$ cat src/rtl/pipe_ctrl_pkg.sv
// Shared definitions for the pipeline stall/flush/trap sequencer:
// sequencer states, PC source encodings and the bubble instruction.
package pipe_ctrl_pkg;

    typedef enum logic [1:0] {
        RUN        = 2'd0,
        TRAP_DRAIN = 2'd1,
        TRAP_ENTER = 2'd2,
        HOLDOFF    = 2'd3
    } pipe_state_t;

    localparam logic [1:0] PC_PLUS4  = 2'b00;
    localparam logic [1:0] PC_BRANCH = 2'b01;
    localparam logic [1:0] PC_MTVEC  = 2'b10;
    localparam logic [1:0] PC_MEPC   = 2'b11;

    // addi x0, x0, 0 -- loaded into Fetch/Execute on a bubble
    localparam logic [31:0] NOP_INST = 32'h00000013;

endpackage

$ cat src/rtl/pipe_hazard_ctrl_hazard_detect.sv
// Load-use hazard compare: the load in Memory-Writeback writes a register
// that the Execute instruction actually reads. Writes to x0 never hazard.
module hazard_detect #(
    parameter int NUM_REGS = 32
) (
    input  logic                        load_MW,
    input  logic [$clog2(NUM_REGS)-1:0] rd_MW,
    input  logic [$clog2(NUM_REGS)-1:0] rs1_E,
    input  logic [$clog2(NUM_REGS)-1:0] rs2_E,
    input  logic                        rs1_used_E,
    input  logic                        rs2_used_E,
    output logic                        load_use
);

    logic rs1_hit;
    logic rs2_hit;

    assign rs1_hit  = rs1_used_E && (rs1_E == rd_MW);
    assign rs2_hit  = rs2_used_E && (rs2_E == rd_MW);
    assign load_use = load_MW && (rd_MW != '0) && (rs1_hit || rs2_hit);

endmodule

$ cat src/rtl/pipe_hazard_ctrl.sv
// Stall/flush and trap sequencer for the 3-stage RV32I pipeline.
// Build option PIPE_IRQ_EN enables interrupt entry (TRAP_DRAIN/TRAP_ENTER);
// without it irq_pending is ignored and only mret/HOLDOFF remain.
// Outputs are combinational from the registered state and current inputs,
// and are forced low while rst is asserted.
module pipe_hazard_ctrl
    import pipe_ctrl_pkg::*;
#(
    parameter int NUM_REGS = 32
) (
    input  logic                        clk,
    input  logic                        rst,
    input  logic                        mem_busy,
    input  logic                        br_taken,
    input  logic                        load_MW,
    input  logic [$clog2(NUM_REGS)-1:0] rd_MW,
    input  logic [$clog2(NUM_REGS)-1:0] rs1_E,
    input  logic [$clog2(NUM_REGS)-1:0] rs2_E,
    input  logic                        rs1_used_E,
    input  logic                        rs2_used_E,
    input  logic                        is_mretE,
    input  logic                        irq_pending,
    output logic                        Stall,
    output logic                        Flush,
    output logic                        csr_Flush,
    output logic                        FlushM,
    output logic                        StallM,
    output logic [1:0]                  pc_sel,
    output logic                        epc_we,
    output logic                        epc_src,
    output logic                        mret_ack,
    output logic                        trap_busy,
    output logic [31:0]                 bubble_inst,
    output logic [1:0]                  dbg_state
);

    pipe_state_t state;
    pipe_state_t state_nxt;
    logic        load_use;

`ifndef PIPE_IRQ_EN
    logic unused_irq;
    assign unused_irq = irq_pending;
`endif

    hazard_detect #(
        .NUM_REGS(NUM_REGS)
    ) u_hazard_detect (
        .load_MW   (load_MW),
        .rd_MW     (rd_MW),
        .rs1_E     (rs1_E),
        .rs2_E     (rs2_E),
        .rs1_used_E(rs1_used_E),
        .rs2_used_E(rs2_used_E),
        .load_use  (load_use)
    );

    assign bubble_inst = NOP_INST;
    assign dbg_state   = state;

    // Sequencer state register; reset aborts any trap in progress.
    always_ff @(posedge clk or negedge rst) begin
        if (!rst) begin
            state <= RUN;
        end else begin
            state <= state_nxt;
        end
    end

    // Next state and pipeline controls. Priority in RUN:
    // mem_busy > mret > irq > branch > load-use.
    always_comb begin
        state_nxt = state;
        Stall     = 1'b0;
        Flush     = 1'b0;
        csr_Flush = 1'b0;
        FlushM    = 1'b0;
        StallM    = 1'b0;
        pc_sel    = PC_PLUS4;
        epc_we    = 1'b0;
        epc_src   = 1'b0;
        mret_ack  = 1'b0;
        trap_busy = (state != RUN);

        if (mem_busy) begin
            // Freeze the whole pipe; an interrupt can still be latched
            // so the trap is taken as soon as memory is ready.
            Stall  = 1'b1;
            StallM = 1'b1;
`ifdef PIPE_IRQ_EN
            if (state == RUN && irq_pending) begin
                state_nxt = TRAP_DRAIN;
            end
`endif
        end else begin
            case (state)
                RUN: begin
                    if (is_mretE) begin
                        pc_sel    = PC_MEPC;
                        csr_Flush = 1'b1;
                        mret_ack  = 1'b1;
                        state_nxt = HOLDOFF;
`ifdef PIPE_IRQ_EN
                    end else if (irq_pending) begin
                        // Let the Execute instruction complete this cycle.
                        state_nxt = TRAP_ENTER;
`endif
                    end else if (br_taken) begin
                        pc_sel = PC_BRANCH;
                        Flush  = 1'b1;
                    end else if (load_use) begin
                        Stall  = 1'b1;
                        FlushM = 1'b1;
                    end
                end
                HOLDOFF: begin
                    // irq ignored for one cycle while MIE settles.
                    if (br_taken) begin
                        pc_sel = PC_BRANCH;
                        Flush  = 1'b1;
                    end else if (load_use) begin
                        Stall  = 1'b1;
                        FlushM = 1'b1;
                    end
                    state_nxt = RUN;
                end
`ifdef PIPE_IRQ_EN
                TRAP_DRAIN: begin
                    state_nxt = TRAP_ENTER;
                end
                TRAP_ENTER: begin
                    epc_we    = 1'b1;
                    epc_src   = br_taken;
                    pc_sel    = PC_MTVEC;
                    Flush     = 1'b1;
                    csr_Flush = 1'b1;
                    FlushM    = 1'b1;
                    state_nxt = HOLDOFF;
                end
`endif
                default: begin
                    state_nxt = RUN;
                end
            endcase
        end

        if (!rst) begin
            Stall     = 1'b0;
            Flush     = 1'b0;
            csr_Flush = 1'b0;
            FlushM    = 1'b0;
            StallM    = 1'b0;
            pc_sel    = PC_PLUS4;
            epc_we    = 1'b0;
            epc_src   = 1'b0;
            mret_ack  = 1'b0;
            trap_busy = 1'b0;
        end
    end

endmodule
$ cat config.mk
export PLATFORM = sky130hd
export DESIGN_NAME = pipe_hazard_ctrl
export DESIGN_NICKNAME = d
export VERILOG_FILES = /design/src/rtl/pipe_ctrl_pkg.sv /design/src/rtl/pipe_hazard_ctrl_hazard_detect.sv /design/src/rtl/pipe_hazard_ctrl.sv
export SDC_FILE = /design/constraint.sdc
export NUM_CORES = 1
export LEC_CHECK = 0
export BUFFER_PORTS_ARGS = -buffer_cell sky130_fd_sc_hd__clkbuf_2
export CELL_PAD_IN_SITES_DETAIL_PLACEMENT = 0
export CELL_PAD_IN_SITES_GLOBAL_PLACEMENT = 1
export CORE_MARGIN = 5
export CORE_UTILIZATION = 17
export CTS_CLUSTER_DIAMETER = 60
export CTS_CLUSTER_SIZE = 25
export DETAILED_ROUTE_END_ITERATION = 6
export HOLD_SLACK_MARGIN = 0.1
export PLACE_DENSITY_LB_ADDON = 0.1
export SYNTH_ARGS = -nofsm -noshare
export SYNTH_HDL_FRONTEND = slang
export SYNTH_SLANG_ARGS = --single-unit
$ cat constraint.sdc
create_clock -name clk -period 1.1 [get_ports clk]
set_clock_uncertainty 0.15 [all_clocks]
set_input_delay 0.11 -clock clk [delete_from_list [all_inputs] [get_ports clk]]
set_output_delay 0.11 -clock clk [all_outputs]
set_load 0.1 [all_outputs]
Word-level counts from Yosys, hierarchy flattened
Cells that the tools add are included.
Widths: inputs -> output; s select.
Storage, ports and cells
  flip-flop bits (word level): 2
  output and inout bits: 45
  bits of input ports: 24
  word-level logic and storage cells: 42
Operators by class
  reductions and logical operators: 9
  mux-type cells: 27
  equal/unequal tests: 4
  bitwise logic cells: 1
Operators with widths (count)
  $mux 1: 19
  $eq 5x5->1: 2
  $mux 2: 5
  $reduce_bool 5->1: 1
  $logic_and 1x1->1: 4
  $pmux 1 s2: 2
  $pmux 2 s2: 1
  $eq 2x2->1 const B: 1
  $logic_not 2->1: 1
  $ne 2x2->1 const B: 1
  $reduce_and 2->1: 1
  $reduce_bool 2->1: 1
  $logic_or 1x1->1: 1
  $not 1->1: 1

Logic depth before layout (Yosys ltp)
Gate-level depths: netlist of the first run.
  word-level depth: 10
  mapped depth: 4
  depth with buffers taken out: 4

By module
Synthesis of the first run repeated with hierarchy kept, for this count alone.
Second synthesis, totals
  cells, all modules: 74
  area, all modules: 543.0 µm²
By module, submodules not included
  pipe_hazard_ctrl: sequential area each 25.0 µm², area an instance 409.1 µm², cells each 57, instances 1
  hazard_detect: sequential area each 0.0 µm², area an instance 133.9 µm², cells each 17, instances 1

Least setup slack after synthesis of the first run
Ideal clock, no wire load.
  path type: register to output
  start: register state[0], in the netlist dbg_state[0]
  end: output port FlushM
  path slack: -2686 ps
  stages on the path, launching flop included: 5
  arrival: 3526 ps
  buffers on the path: 0
  cells stage by stage: dfrtp_1 -> nand2b_1 -> nor2b_1 -> o2111ai_2 -> nor3_1
Between the ends
  word-level cells in the longest chain between the ends: 4
  elaborated cells between the ends (all ways): 5
  those cells by class: eq/ne (1); mux (3); reduce/logical (1)
Ends and longest elaborated chain
  from (decl): line pipe_hazard_ctrl.sv:37  | pipe_state_t state;
  from (signal assigned): line pipe_hazard_ctrl.sv:66  | state <= state_nxt;
  $eq 2x2->1 or $logic_not 2->1 (tied branches): line pipe_hazard_ctrl.sv:96  | case (state)
  $pmux 1 s2 *: line pipe_hazard_ctrl.sv:96
  $mux 1 *: line pipe_hazard_ctrl.sv:85  | if (mem_busy) begin
  $mux 1 *: line pipe_hazard_ctrl.sv:147  | if (!rst) begin
  to (decl): line pipe_hazard_ctrl.sv:26  | output logic FlushM,
Every way passes the cells marked *; elsewhere a longest branch is shown, timed or not.

Final worst setup path of the first run
Same ends and word-level chain as after synthesis.

==> reports/qor.csv, run 1 <==
metric;value;unit
syn_area;528;µm²
clock.fmax;639;MHz
rrSetupSlack;-0.02;ns
hold_end;dbg_state[0];
crit_chain;nand2b_4 > nor2b_4 > o2111ai_4 > nor3_4 > buf_12;
yosys.cell_types.count;18;
end_kind;primary output;
drv_slew;0;
drc;0;
hp-class;in2reg;
grt_pass1_wl;2010;µm
drive_gt1_share;54.5;%
drt_first_iter_violations;16;
synthArstFlopShare;100;%
pin_count;69;
core_area;0.00303;mm²
dpl-instance-area;897;µm²
rr_endpoint;dbg_state[0];
largest_reg_flops;1;
overflow;0;
pre_cts_ws;-0.576;ns
grt_pass1_vias;470;
dp.final_hpwl;1320;µm
grtUsageTotal;5.67;%
power_leakage;0.484;nW
rsz0062_at_grt;yes;
hp-start;is_mretE;
path_buf_inv;1;
ys_ff_latch;1;
cp-start-kind;register;
gp_congestion;0.633;
wire_per_inst;9.46;µm
crit_type;reg2out;
slowest_delay;0.39;ns
die_area;0.00432;mm²
grt_max_degree;6;
hold_depth;3;
final_cell_area;976;µm²
p_per_area;1090;mW/mm²
setup_viol;10;
via_per_inst;3.19;
synth_edf_count;0;
final_cells;154;
portBuffers;33;
final_nets;136;
violations;setup timing;
maxCapViolCount;0;
syn_area_per_cell;7.54;µm²
ant_nets;0;
status;complete, but fails checks;
cp_max_fo;2;
die_w;65.7;µm
syn_inst;70;
clk_latency;0;ns
hold_viol_final;0;
num_rows;20;
die_height;65.7;µm
antenna_found_initial;0;
final.setup.tns;-2.39;ns
setup_slack;-0.465;ns
dr.pass1.iters;2;
reg2reg_depth;5;
fin_hold_ws;0.223;ns
cp.required;0.84;ns
total_power;1.06;mW
area_growth;84.8;%
period_share;142;%
start_util;17.4;%
dpl.cell_count;152;
post-route-min-period;1.57;ns
final_util;32.2;%
ys_warn_count;0;
clkSlewWorstSetupHoldPaths;0;ns
cp-startpoint;dbg_state[0];
routed_wl;1460;µm
vias;492;
synth_flop_cell;dfrtp_1;
slowest_stage;dfrtp_4;
antenna_cells;0;
path_delay_family;simple AND/OR/NAND/NOR gates;
peakVddDrop;0.000346;V
crit-reg2reg-launch;dbg_state[0];
worstPathArrival;1.31;ns
ys_seq_area_share;4.74;%
routing by layer:
metal  share of wire [%]  track usage, %  vias up
li1                    -               -      235
met1                  33            6.21      213
met2                  44            9.64       44
met3                  23            3.76        0
met4                   0               0        0
met5                   0               0        -
Yosys cell counts (2+ instances only):
library cell | instances | area [µm²]
nor2_1 | 3 | 11.3
xnor2_1 | 2 | 17.5
buf_4 | 37 | 278
conb_1 | 2 | 7.51
and2_1 | 2 | 12.5
nand2_1 | 3 | 11.3
nor4_1 | 2 | 12.5
xor2_1 | 8 | 70.1
nand2b_1 | 2 | 12.5
worst max-delay path by stage:
stage / to / slack [ns] / cells after the start
floorplan: FlushM / -1.15 / 4
global placement: FlushM / -0.55 / 6
detailed placement: FlushM / -0.58 / 6
CTS: Stall / -0.48 / 5
global route: FlushM / -0.53 / 6
finish: FlushM / -0.47 / 5
repair_timing:
| item | CTS | global route |
|---|---|---|
| cloned | 0 | 0 |
| resized for setup | 7 | 3 |
| pin swaps | 7 | 0 |
| hold buffers | 1 | 0 |
| setup endpoints to repair | 8 | 8 |
| endpoints found under the hold margin | 1 | 0 |
| setup buffers | 0 | 1 |
worst reg2reg max path, cell delays in order (launching register included):
cell and delay, ns:
dfrtp_4 0.45, buf_6 0.14, buf_12 0.12, nor2_2 0.09
nand2_1 0.05, nand2_1 0.05
placed cells by master (no fill, tap or decap):
| master | synthesis | routed |
|---|---|---|
| o21bai_4 | 0 | 1 |
| buf_4 | 37 | 7 |
| and2_2 | 0 | 1 |
| nor3_4 | 0 | 1 |
| nand2_1 | 3 | 3 |
| clkbuf_8 | 0 | 1 |
| and2_4 | 0 | 1 |
| buf_12 | 0 | 12 |
| nor2_2 | 0 | 1 |
| and2_0 | 1 | 1 |
| nor2b_4 | 0 | 1 |
| xor2_1 | 8 | 8 |
| nor2_4 | 0 | 2 |
| or4_4 | 1 | 1 |
| nor4_2 | 0 | 2 |
| conb_1 | 2 | 34 |
| nand2b_1 | 2 | 1 |
| dlygate4sd3_1 | 0 | 1 |
| dfrtp_4 | 0 | 1 |
| o2111ai_4 | 0 | 1 |
| and4b_2 | 0 | 1 |
| buf_6 | 0 | 3 |
| a32oi_2 | 0 | 1 |
| clkbuf_2 | 0 | 21 |
| nand2b_4 | 0 | 1 |
| xnor2_1 | 2 | 2 |
report_power, final:
part	switching (mW)	internal, mW
sequential	0.00290	0.0443
clock	0	0
combinational	0.793	0.222
total	0.795	0.267
logic make-up (layout without fill, tap and decap cells):
family	count (synthesis)	count (layout)	synth area share (%)
AOI/OAI and AO/OA	3	3	5.92
xor gates and xnor gates	10	10	16.6
buffers and inverters	37	45	52.6
DFF	1	1	4.74
other	2	34	1.42
and+or+nand+nor	17	17	18.7
area by class of cell:
cell class | count | area [µm²]
Fill cell | 315 | 2050
Timing Repair Buffer | 45 | 455
Multi-Input combinational cell | 64 | 437
Tap cell | 44 | 55.1
Sequential cell | 1 | 28.8
Power figures use the tool's default switching activity.
==> run 2: changes to the inputs <==
--- a/config.mk
+++ b/config.mk
@@ -9,7 +9,7 @@
 export CELL_PAD_IN_SITES_DETAIL_PLACEMENT = 0
 export CELL_PAD_IN_SITES_GLOBAL_PLACEMENT = 1
 export CORE_MARGIN = 5
-export CORE_UTILIZATION = 17
+export CORE_UTILIZATION = 18
 export CTS_CLUSTER_DIAMETER = 60
 export CTS_CLUSTER_SIZE = 25
 export DETAILED_ROUTE_END_ITERATION = 6
==> constraint.sdc (replaced) <==
create_clock -name clk -period 1.7 [get_ports clk]
set_clock_uncertainty 0.15 [all_clocks]
set_input_delay 0.17 -clock clk [delete_from_list [all_inputs] [get_ports clk]]
set_output_delay 0.17 -clock clk [all_outputs]
set_load 0.1 [all_outputs]
==> run 2 against run 1 <==
Net effect:
- the flow now finishes without violations
- critical path depth unchanged
- via count fell by 10%
- first-iteration DRC count down 56%
- global-route usage shrank 0.18 points
- design area down 13%
- register-to-register slack better by 0.71 ns
- worst setup slack better by 0.49 ns
- wire length fell by 6.8%
- worst hold slack improved by 0.050 ns
- cell count shrank 13%
- combinational power down 41%
- critical path type is now in2out
- critical endpoint is now Stall
- highest routed layer unchanged
==> reports/qor.csv, run 2 (same netlist as run 1, synthesis figures left out) <==
metric;value;unit
num_rows;19;
antenna_cells;0;
power_leakage;0.433;nW
final_nets;129;
final_cell_area;845;µm²
die_area;0.00412;mm²
worstPathArrival;1.35;ns
clk_latency;0;ns
hp-class;in2reg;
status;finished, final reports clean;
final.setup.tns;0;ns
power_frac_clock;0;%
grt_pass1_vias;439;
peakVddDrop;0.000440;V
end_kind;primary output;
final_common_cell;conb_1;
crit_chain;clkbuf_8 > or4_4 > o2111ai_4 > o21bai_4 > buf_12;
comb_power_share;95.2;%
maxSlewHeadroom;64.0;%
largest_reg_flops;1;
vias;442;
portBuffers;33;
post-route-min-period;1.67;ns
cp.required;1.38;ns
start_util;19.0;%
antenna_found_initial;0;
ant_nets;0;
p_per_area;743;mW/mm²
maxCapViolCount;0;
pin_count;69;
crit_type;in2out;
slowest_stage;or4_4;
clock.fmax;597;MHz
setup_viol;0;
cp_max_fo;3;
drive_gt1_share;50.5;%
grtUsageTotal;5.49;%
sw_frac_of_total;79.8;%
drt_first_iter_violations;7;
routed_wl;1360;µm
clkSlewWorstSetupHoldPaths;0;ns
final_cell_mix;34 x conb_1, 21 x clkbuf_2, 7 x xor2_1, 7 x buf_12, 5 x buf_4;
path_delay_family;simple AND/OR/NAND/NOR gates;
dp.final_hpwl;1230;µm
internal-power;0.126;mW
drc;0;
overflow;0;
via_per_inst;3.30;
path_buf_inv;2;
die_w;64.2;µm
cts_setup_buffers;0;
area_growth;60.0;%
core_area;0.00278;mm²
grt_max_degree;7;
tightest_slew;0.542;ns
wire_per_inst;10.1;µm
gp_congestion;0.606;
slowest_delay;0.54;ns
p_seq_share;4.8;%
dpl.cell_count;134;
hold_viol_final;0;
cp-start-kind;input port;
grt_pass1_wl;1960;µm
rsz0062_at_grt;yes;
dpl-instance-area;785;µm²
period_share;98.5;%
p_switching;0.501;mW
dr.pass1.iters;2;
final_cells;134;
die_height;64.2;µm
total_power;0.628;mW
drv_slew;0;
[run 2: final timing paths]
path                              startpoint      endpoint  slack, ns  depth (start not counted)
worst max register to register  dbg_state[0]  dbg_state[0]       0.69                          4
worst min-delay path                is_mretE  dbg_state[0]       0.27                          3
worst min register to register  dbg_state[0]  dbg_state[0]       0.49                          3
worst max-delay path                rd_MW[1]         Stall       0.03                          5
max in group asynchronous                rst  dbg_state[0]       0.84                          2
min in group asynchronous                rst  dbg_state[0]       0.44                          2
[run 2: worst min-delay path: stages]
cell and delay (ns):
clkbuf_2 0.11, nand2_1 0.06, nand2_1 0.04
[run 2: power by group through the flow]
stage / registers, mW / logic, mW / clock network, mW
after floorplan: 0.0517 / 0.535 / 0
after global placement: 0.0299 / 0.582 / 0
after detailed placement: 0.0301 / 0.582 / 0
after CTS: 0.0300 / 0.593 / 0
after global routing: 0.0305 / 0.616 / 0
final: 0.0301 / 0.598 / 0
[run 2: per-stage QoR]
| stage | utilization, % | setup WS [ns] | hold WS (ns) |
|---|---|---|---|
| finish | 30.4 | 0.0256 | 0.273 |
| global route | 30.4 | -0.0409 | 0.316 |
| CTS | 29.6 | -0.0179 | 0.274 |
| detailed placement | 28.2 | -0.165 | -0.149 |
| global placement | 28.2 | -0.132 | -0.146 |
| floorplan | - | -0.609 | -0.276 |
[run 2: metal layers]
layer / vias up / global-route usage (%) / routed length, µm
li1: 220 / - / -
met1: 184 / 7.56 / 503
met2: 38 / 8.92 / 622
met3: 0 / 1.75 / 232
met4: 0 / 0 / 0
met5: - / 0 / 0
[run 2: repair_timing]
action                     CTS  global route
setup endpoints to repair    2             2
pin swaps                    8             6
hold endpoints to repair     1             0
hold buffers                 1             0
resized for setup            5             5
[run 2: area by class of cell]
type | count | area, µm²
fill | 312 | 1940
tap | 31 | 38.8
multi-input combinational | 64 | 434
sequential | 1 | 28.8
timing repair buffer | 38 | 343
==> run 3: changes to the inputs <==
--- a/config.mk
+++ b/config.mk
@@ -8,6 +8,7 @@
 export BUFFER_PORTS_ARGS = -buffer_cell sky130_fd_sc_hd__clkbuf_2
 export CELL_PAD_IN_SITES_DETAIL_PLACEMENT = 0
 export CELL_PAD_IN_SITES_GLOBAL_PLACEMENT = 1
+export CORE_ASPECT_RATIO = 0.6
 export CORE_MARGIN = 5
 export CORE_UTILIZATION = 18
 export CTS_CLUSTER_DIAMETER = 60
@@ -15,6 +16,7 @@
 export DETAILED_ROUTE_END_ITERATION = 6
 export HOLD_SLACK_MARGIN = 0.1
 export PLACE_DENSITY_LB_ADDON = 0.1
+export SETUP_SLACK_MARGIN = 0.2
 export SYNTH_ARGS = -nofsm -noshare
 export SYNTH_HDL_FRONTEND = slang
 export SYNTH_SLANG_ARGS = --single-unit
==> run 3 against run 2 <==
Net effect:
- the flow now finishes with violations (setup timing)
- critical endpoint unchanged
- total power is 1.1% higher
- worst setup slack worse by 0.046 ns
- sequential power hardly changed
- wire length is 6.3% higher
- global-route usage is 0.060 points lower
- via count is 3.6% higher
- design area is 4.4% higher
- largest power group unchanged
- largest cell class unchanged
- cell count is 9.7% higher
- combinational power is 1% higher
==> reports/qor.csv, run 3 (same netlist as run 1, synthesis figures left out) <==
metric;value;unit
drt_first_iter_violations;9;
final_common_cell;conb_1;
wire_per_inst;9.82;µm
grt_max_degree;7;
area_growth;67.1;%
grtUsageTotal;5.43;%
dr.pass1.iters;4;
status;complete, but fails checks;
num_rows;15;
final_nets;131;
cts_setup_buffers;0;
grt_pass1_wl;1840;µm
drive_gt1_share;51.4;%
crit-reg2reg-launch;dbg_state[0];
start_util;18.6;%
gp_congestion;0.641;
period_share;101;%
core_area;0.00283;mm²
seq_area;28.8;µm²
rsz0062_at_grt;yes;
power_leakage;0.444;nW
hp-class;in2reg;
ant_nets;0;
via_per_inst;3.12;
overflow;0;
peakVddDrop;0.000369;V
die_w;79.9;µm
maxSlewHeadroom;64.1;%
clock.fmax;581;MHz
reg2reg_depth;4;
cp.required;1.38;ns
drc;0;
setup_slack;-0.0202;ns
final.setup.tns;-0.0202;ns
cp-startpoint;rd_MW[3];
die_height;52.0;µm
tightest_slew;0.541;ns
portBuffers;33;
grt_pass1_vias;377;
setup_viol;1;
pin_count;69;
drv_slew;0;
antenna_found_initial;0;
die_area;0.00415;mm²
cp_max_fo;3;
antenna_cells;0;
rrSetupSlack;0.69;ns
final_util;31.1;%
final_cell_mix;34 x conb_1, 20 x clkbuf_2, 7 x xor2_1, 7 x buf_12, 6 x buf_4;
largest_reg_flops;1;
vias;458;
worstPathArrival;1.40;ns
clk_latency;0;ns
maxCapViolCount;0;
violations;setup timing;
rr_endpoint;dbg_state[0];
p_per_area;719;mW/mm²
cp-start-kind;input port;
hold_viol_final;0;
routed_wl;1440;µm
end_kind;primary output;
multi_input_comb_area;434;µm²
fillers;313;
crit_type;in2out;
post-route-min-period;1.72;ns
clkSlewWorstSetupHoldPaths;0;ns
endpoint;Stall;
dp.final_hpwl;1250;µm
[run 3: timing repair]
action / in CTS / in global routing
endpoints found under the setup margin: 2 / 2
hold endpoints to repair: 1 / 0
gates resized for setup: 5 / 11
hold buffers: 1 / 0
pin swaps: 0 / 6
[run 3: area by class of cell]
type                       count  area share [%]
multi-input combinational     64            49.2
sequential                     1            3.26
tap                           42            5.96
timing repair buffer          40            41.6
[run 3: worst min path at each step]
| stage | start | end | cells after the start |
|---|---|---|---|
| 2_1_floorplan | rst | dbg_state[0] | 0 |
| 3_3_place_gp | rst | dbg_state[0] | 1 |
| 3_5_place_dp | rst | dbg_state[0] | 1 |
| 4_1_cts | is_mretE | dbg_state[0] | 3 |
| 5_1_grt | is_mretE | dbg_state[0] | 3 |
| 6_report | is_mretE | dbg_state[0] | 3 |
[run 3: metrics by stage]
step	power (mW)	std cells	hold slack (ns)	area, µm²	setup WS [ns]
global route	0.652	147	0.288	882	-0.0694
finish	0.634	147	0.278	882	-0.0202
CTS	0.625	147	0.279	848	-0.0486
global placement	0.614	146	-0.149	806	-0.155
floorplan	0.587	102	-0.276	726	-0.609
detailed placement	0.614	146	-0.150	806	-0.104
[run 3: power by group]
group,switching [mW],internal [mW]
combinational,0.502,0.103
sequential,0.00116,0.0286
clock,0,0
[run 3: critical path: stages]
cell       delay, ns
buf_8           0.10
buf_6           0.10
or4_4           0.48
o2111ai_4       0.26
o21bai_4        0.11
buf_12          0.17
[run 3: routing by layer]
metal	wire length, µm	track usage [%]
met5	0	0
met4	0	0
met3	164	0.519
met2	727	9.62
met1	551	7.58
